--- src/rtl/relu_maxpool.sv ---
// ReLU + 2x2 stride-2 max pooling over a word-addressed source map.
// Reads four source words per output through M0 and writes one pooled word through M1.
module relu_maxpool #(
  parameter int          IN_W     = 26,
  parameter int          IN_H     = 26,
  parameter logic [31:0] SRC_BASE = 32'h0,
  parameter logic [31:0] DST_BASE = 32'h0,
  parameter int          RD_LAT   = 2
) (
  input  logic        clk,
  input  logic        rst,
  input  logic        start,
  output logic        finish,
  output logic        M0_R_req,
  output logic [31:0] M0_addr,
  input  logic [31:0] M0_R_data,
  output logic [3:0]  M0_W_req,
  output logic [31:0] M0_W_data,
  output logic        M1_R_req,
  output logic [31:0] M1_addr,
  input  logic [31:0] M1_R_data,
  output logic [3:0]  M1_W_req,
  output logic [31:0] M1_W_data
);

  localparam int          OUT_W    = IN_W / 2;
  localparam int          OUT_H    = IN_H / 2;
  localparam logic [15:0] LAST_COL = 16'(OUT_W - 1);
  localparam logic [15:0] LAST_ROW = 16'(OUT_H - 1);
  localparam logic [31:0] IN_W32   = 32'(IN_W);
  localparam logic [31:0] OUT_W32  = 32'(OUT_W);
  localparam logic [7:0]  LAT_LAST = 8'(RD_LAT - 1);

  typedef enum logic [2:0] {
    S_IDLE,
    S_RD_REQ,
    S_RD_WAIT,
    S_WRITE,
    S_DONE
  } state_t;

  // state_q is the FSM state, kept as a plainly named register for checkers.
  state_t      state_q, state_d;
  logic [15:0] row_q, row_d;
  logic [15:0] col_q, col_d;
  logic [1:0]  elem_q, elem_d;
  logic [7:0]  wait_q, wait_d;
  logic [31:0] max_q, max_d;
  logic        finish_q, finish_d;
  logic        m0_r_req_q, m0_r_req_d;
  logic [31:0] m0_addr_q, m0_addr_d;
  logic [3:0]  m1_w_req_q, m1_w_req_d;
  logic [31:0] m1_addr_q, m1_addr_d;
  logic [31:0] m1_w_data_q, m1_w_data_d;
  logic [31:0] sample_max;
  logic        unused_m1;

  assign unused_m1 = ^M1_R_data;

  // Element e of window (r,c): row 2r+e[1], column 2c+e[0].
  function automatic logic [31:0] src_addr(input logic [15:0] r, input logic [15:0] c,
                                           input logic [1:0] e);
    logic [31:0] word;
    word = {15'd0, r, e[1]} * IN_W32 + {15'd0, c, e[0]};
    return SRC_BASE + {word[29:0], 2'b00};
  endfunction

  function automatic logic [31:0] dst_addr(input logic [15:0] r, input logic [15:0] c);
    logic [31:0] word;
    word = {16'd0, r} * OUT_W32 + {16'd0, c};
    return DST_BASE + {word[29:0], 2'b00};
  endfunction

  // The first element of a window loads directly; later ones keep the signed maximum.
  assign sample_max = (elem_q == 2'd0 || $signed(M0_R_data) > $signed(max_q)) ? M0_R_data : max_q;

  always_comb begin
    state_d     = state_q;
    row_d       = row_q;
    col_d       = col_q;
    elem_d      = elem_q;
    wait_d      = wait_q;
    max_d       = max_q;
    finish_d    = finish_q;
    m0_r_req_d  = 1'b0;
    m0_addr_d   = m0_addr_q;
    m1_w_req_d  = 4'b0000;
    m1_addr_d   = m1_addr_q;
    m1_w_data_d = m1_w_data_q;
    case (state_q)
      S_IDLE, S_DONE: begin
        if (start) begin
          state_d    = S_RD_REQ;
          row_d      = 16'd0;
          col_d      = 16'd0;
          elem_d     = 2'd0;
          finish_d   = 1'b0;
          m0_r_req_d = 1'b1;
          m0_addr_d  = src_addr(16'd0, 16'd0, 2'd0);
        end
      end
      S_RD_REQ: begin
        state_d = S_RD_WAIT;
        wait_d  = 8'd0;
      end
      S_RD_WAIT: begin
        if (wait_q == LAT_LAST) begin
          max_d = sample_max;
          if (elem_q == 2'd3) begin
            state_d     = S_WRITE;
            m1_w_req_d  = 4'b1111;
            m1_addr_d   = dst_addr(row_q, col_q);
            m1_w_data_d = sample_max[31] ? 32'd0 : sample_max;
          end else begin
            state_d    = S_RD_REQ;
            elem_d     = elem_q + 2'd1;
            m0_r_req_d = 1'b1;
            m0_addr_d  = src_addr(row_q, col_q, elem_q + 2'd1);
          end
        end else begin
          wait_d = wait_q + 8'd1;
        end
      end
      S_WRITE: begin
        if (row_q == LAST_ROW && col_q == LAST_COL) begin
          state_d  = S_DONE;
          finish_d = 1'b1;
        end else begin
          if (col_q == LAST_COL) begin
            col_d = 16'd0;
            row_d = row_q + 16'd1;
          end else begin
            col_d = col_q + 16'd1;
          end
          state_d    = S_RD_REQ;
          elem_d     = 2'd0;
          m0_r_req_d = 1'b1;
          m0_addr_d  = src_addr(row_d, col_d, 2'd0);
        end
      end
      default: state_d = S_IDLE;
    endcase
  end

  always_ff @(posedge clk) begin
    if (rst) begin
      state_q     <= S_IDLE;
      row_q       <= 16'd0;
      col_q       <= 16'd0;
      elem_q      <= 2'd0;
      wait_q      <= 8'd0;
      max_q       <= 32'd0;
      finish_q    <= 1'b0;
      m0_r_req_q  <= 1'b0;
      m0_addr_q   <= 32'd0;
      m1_w_req_q  <= 4'b0000;
      m1_addr_q   <= 32'd0;
      m1_w_data_q <= 32'd0;
    end else begin
      state_q     <= state_d;
      row_q       <= row_d;
      col_q       <= col_d;
      elem_q      <= elem_d;
      wait_q      <= wait_d;
      max_q       <= max_d;
      finish_q    <= finish_d;
      m0_r_req_q  <= m0_r_req_d;
      m0_addr_q   <= m0_addr_d;
      m1_w_req_q  <= m1_w_req_d;
      m1_addr_q   <= m1_addr_d;
      m1_w_data_q <= m1_w_data_d;
    end
  end

  assign finish    = finish_q;
  assign M0_R_req  = m0_r_req_q;
  assign M0_addr   = m0_addr_q;
  assign M0_W_req  = 4'b0000;
  assign M0_W_data = 32'd0;
  assign M1_R_req  = 1'b0;
  assign M1_addr   = m1_addr_q;
  assign M1_W_req  = m1_w_req_q;
  assign M1_W_data = m1_w_data_q;

endmodule

--- config.mk ---
export PLATFORM = sky130hd
export DESIGN_NAME = relu_maxpool
export DESIGN_NICKNAME = d
export VERILOG_FILES = /design/src/rtl/relu_maxpool.sv
export SDC_FILE = /design/constraint.sdc
export NUM_CORES = 1
export LEC_CHECK = 0
export CAP_MARGIN = 0
export CELL_PAD_IN_SITES_DETAIL_PLACEMENT = 0
export CELL_PAD_IN_SITES_GLOBAL_PLACEMENT = 1
export CORE_MARGIN = 1
export CORE_UTILIZATION = 32
export DETAILED_ROUTE_END_ITERATION = 12
export MAX_ROUTING_LAYER = met4
export PLACE_DENSITY_LB_ADDON = 0.05
export SLEW_MARGIN = 20
export SYNTH_ARGS = -nofsm -noshare
export SYNTH_HDL_FRONTEND = slang
export SYNTH_SLANG_ARGS = --single-unit
export TNS_END_PERCENT = 50
--- constraint.sdc ---
create_clock -name clk -period 7.8 [get_ports clk]
set_input_delay 1.56 -clock clk [delete_from_list [all_inputs] [get_ports clk]]
set_output_delay 1.56 -clock clk [all_outputs]
set_load 0.01 [all_outputs]
==> run metrics <==
CP endpoint kind=flip-flop; Max stage delay on crit path=640 ps; Clock Sinks=about 160; static leakage=0.00696 µW; Synth Register Bits=155; run status=complete, no violations; Vias=~12000; slowest CP cell=and4_1; hold-fix buffer count after cts=0; vias in the first global route=between 10000 and 15000; vias per cell=approximately 5.0; Area Overhead vs Synth=14.8%; routed length per instance=16.9 µm; Final GP Congestion=about 0.82; Post-CTS Setup Bufs=0; global-route usage over all layers=19.7%; Max Cap Viol=0; Root Buffer=clkbuf_16; Setup Viol. Count Final=0; Fin Hold WS=451 ps; # H-tree levels=4; part of the Yosys area used for sequential elements=~22%; Top FF cell, synth=dfxtp_1; number of synthesized flops with an enable pin=0; count of cell types in the netlist=83; Fin Setup TNS=0 ps; Max Buffers Root-to-Sink=2; Worst setup SP type=flip-flop; global route overflow=0; HP Class=flip-flop to flip-flop; Max-slew headroom=27.9%; Crit Path Category=flip-flop to flip-flop; dpl hpwl=31.7 mm; PostCTS Resize Cnt=0; nets=2138; min cycle time layout=6880 ps; layout cell share with drive strength beyond 1=5.03%; Core Area=~43000 µm²; Initial DRC Count=~710; # diodes=0; power per cell area=between 100 and 150 nW/µm²; DRC errors left=0; initial antenna violation count=0; Synth Cell Area=13900 µm²; CTS Buf Count=17; Crit path max-delay family=simple AND/OR/NAND/NOR gates; starting density of the core=32.4%; Post-synth ARST share=0%; Placement Rows=76; Die H=211 µm; Slew Limit Fails=0; top-level port count=206; Avg Cell Area, Syn=7.81 µm²; Pre-Repair DR Iteration Count=5; Fmax=145 MHz; Synthesis Warnings=0; period utilisation layout=between 80 and 90%; Die W=211 µm; worst path buffer plus inverter count=4; actual slew at the worst max-slew pin=roughly 1100 ps; Post-Syn Instances=between 1500 and 2000; largest net degree at the start of global routing=72; Fin. Hold Viols=0; Crit Path Max Fanout=15; final WL=between 40 and 50 mm; number of I/O port buffers=115; Max VDD drop=145 µV; CTS tree=done; Setup Skew=17.3 ps; CP Data Arrival Time=7270 ps; RSZ-0062 raised after global routing=no; clk_lat worst skew=490 ps; Worst EP required=roughly 8200 ps; die area=44300 µm²; first-pass GRT wire length=approximately 65 mm; remaining antenna violation count=0; CTS clk-pin slew, worst paths=70 ps
per-layer routing:
metal / share of wire [%] / track usage [%]
met5: 0 / -
met4: 1.7 / 6.32
met3: 2.8 / 2.98
met2: 49 / 32.4
met1: 47 / 24.6
placed cells by master (no fill, tap or decap), types with 8 or more instances in the layout:
cell type and n:
inv_1 178, ha_1 174, a21oi_1 161, dfxtp_1 155
nand2_1 152, nand3_1 123, nor2_1 119, clkdlybuf4s50_1 114
o21ai_0 91, xnor2_1 79, conb_1 58, a21o_1 44
fa_1 43, a31oi_1 39, xor2_1 31, nor3_1 29
nand4_1 23, and3_1 20, clkbuf_16 17, buf_4 17
a22oi_1 16, a211oi_1 10, or2_2 10, o21bai_1 9
or3_1 9, nor2b_1 8
cells in the mapped netlist, drive strengths merged, types with 10 or more instances:
| library cell | count | area share, % |
|---|---|---|
| or2 | 10 | 0.45 |
| and3 | 24 | 1.1 |
| a22oi | 16 | 0.86 |
| a211oi | 11 | 0.68 |
| a21o | 44 | 2.4 |
| o21ai | 97 | 3.6 |
| nand2 | 154 | 4.2 |
| buf | 81 | 4.0 |
| nor3 | 29 | 1.0 |
| dfxtp | 155 | 22 |
| ha | 174 | 16 |
| a21oi | 162 | 5.9 |
| inv | 179 | 4.8 |
| a31oi | 39 | 1.8 |
| nor2 | 123 | 3.4 |
| xor2 | 32 | 2.1 |
| nand3 | 123 | 4.4 |
| clkbuf | 54 | 1.5 |
| xnor2 | 79 | 5.0 |
| fa | 43 | 6.2 |
| nand4 | 24 | 1.1 |
worst paths after layout:
check	startpoint	endpoint	slack, ps	depth (start not counted)
min reg2reg	M0_addr[19]$_SDFFE_PP0P_	M0_addr[19]$_SDFFE_PP0P_	450	2
min	M0_addr[19]$_SDFFE_PP0P_	M0_addr[19]$_SDFFE_PP0P_	450	2
max	col_q[0]$_SDFFE_PP0P_	M0_addr[23]$_SDFFE_PP0P_	920	28
max reg2reg	col_q[0]$_SDFFE_PP0P_	M0_addr[23]$_SDFFE_PP0P_	920	28
report_power, final:
part / internal, µW / leakage [µW] / switching [µW]
clock network: 450 / 0.000285 / 417
logic: 75.6 / 0.00543 / 177
registers: 802 / 0.00125 / 9.76
total: 1330 / 0.00696 / 604
flip-flops by register name, indices dropped and copies added (netlist names):
register   count
elem_q         2
max_q         32
finish         1
col_q         16
M0_addr       23
M1_addr       21
M1_W_req       1
M1_W_data     31
M0_R_req       1
wait_q         8
row_q         16
state_q        3
cell families (layout without fill, tap and decap cells):
kind of cell | count (synthesis) | after routing | share of synthesized area [%]
xor+xnor | 111 | 111 | 7.04
buf+inv | 314 | 342 | 10.3
flops | 155 | 155 | 22.3
simple gates | 543 | 543 | 18.8
compound gates | 436 | 436 | 19.4
fa+ha+maj | 218 | 218 | 21.9
other cells | 1 | 58 | 0.0270
mux | 4 | 4 | 0.288
final cells by class:
type	count	area (µm²)
Fill cell	4609	27000
Multi-Input combinational cell	1370	9620
Sequential cell	155	3100
Timing Repair Buffer	131	1270
Tap cell	585	732
Inverter	179	672
Clock buffer	17	425
Clock inverter	15	151
worst reg2reg max path, delay by kind of cell (launching register included):
| kind | cells | cell delay, ps |
|---|---|---|
| compound gates | 8 | 1630 |
| xor+xnor | 2 | 530 |
| fa+ha+maj | 5 | 1640 |
| buf+inv | 4 | 300 |
| flops | 1 | 440 |
| simple gates | 9 | 2230 |
per-stage QoR:
step / setup WS, ps / power, µW / instance area (µm²) / util, % / cells
after floorplan: 2090 / 1000 / 14100 / - / 1839
after global placement: 926 / 1080 / 15400 / 35.8 / 2420
after detailed placement: 952 / 1080 / 15400 / 35.8 / 2420
after CTS: 896 / 1970 / 16000 / 37.2 / 2452
after global routing: 440 / 2030 / 16000 / 37.2 / 2452
final: 916 / 1930 / 16000 / 37.2 / 2452
No activity file was read; power rests on OpenSTA's default activity.
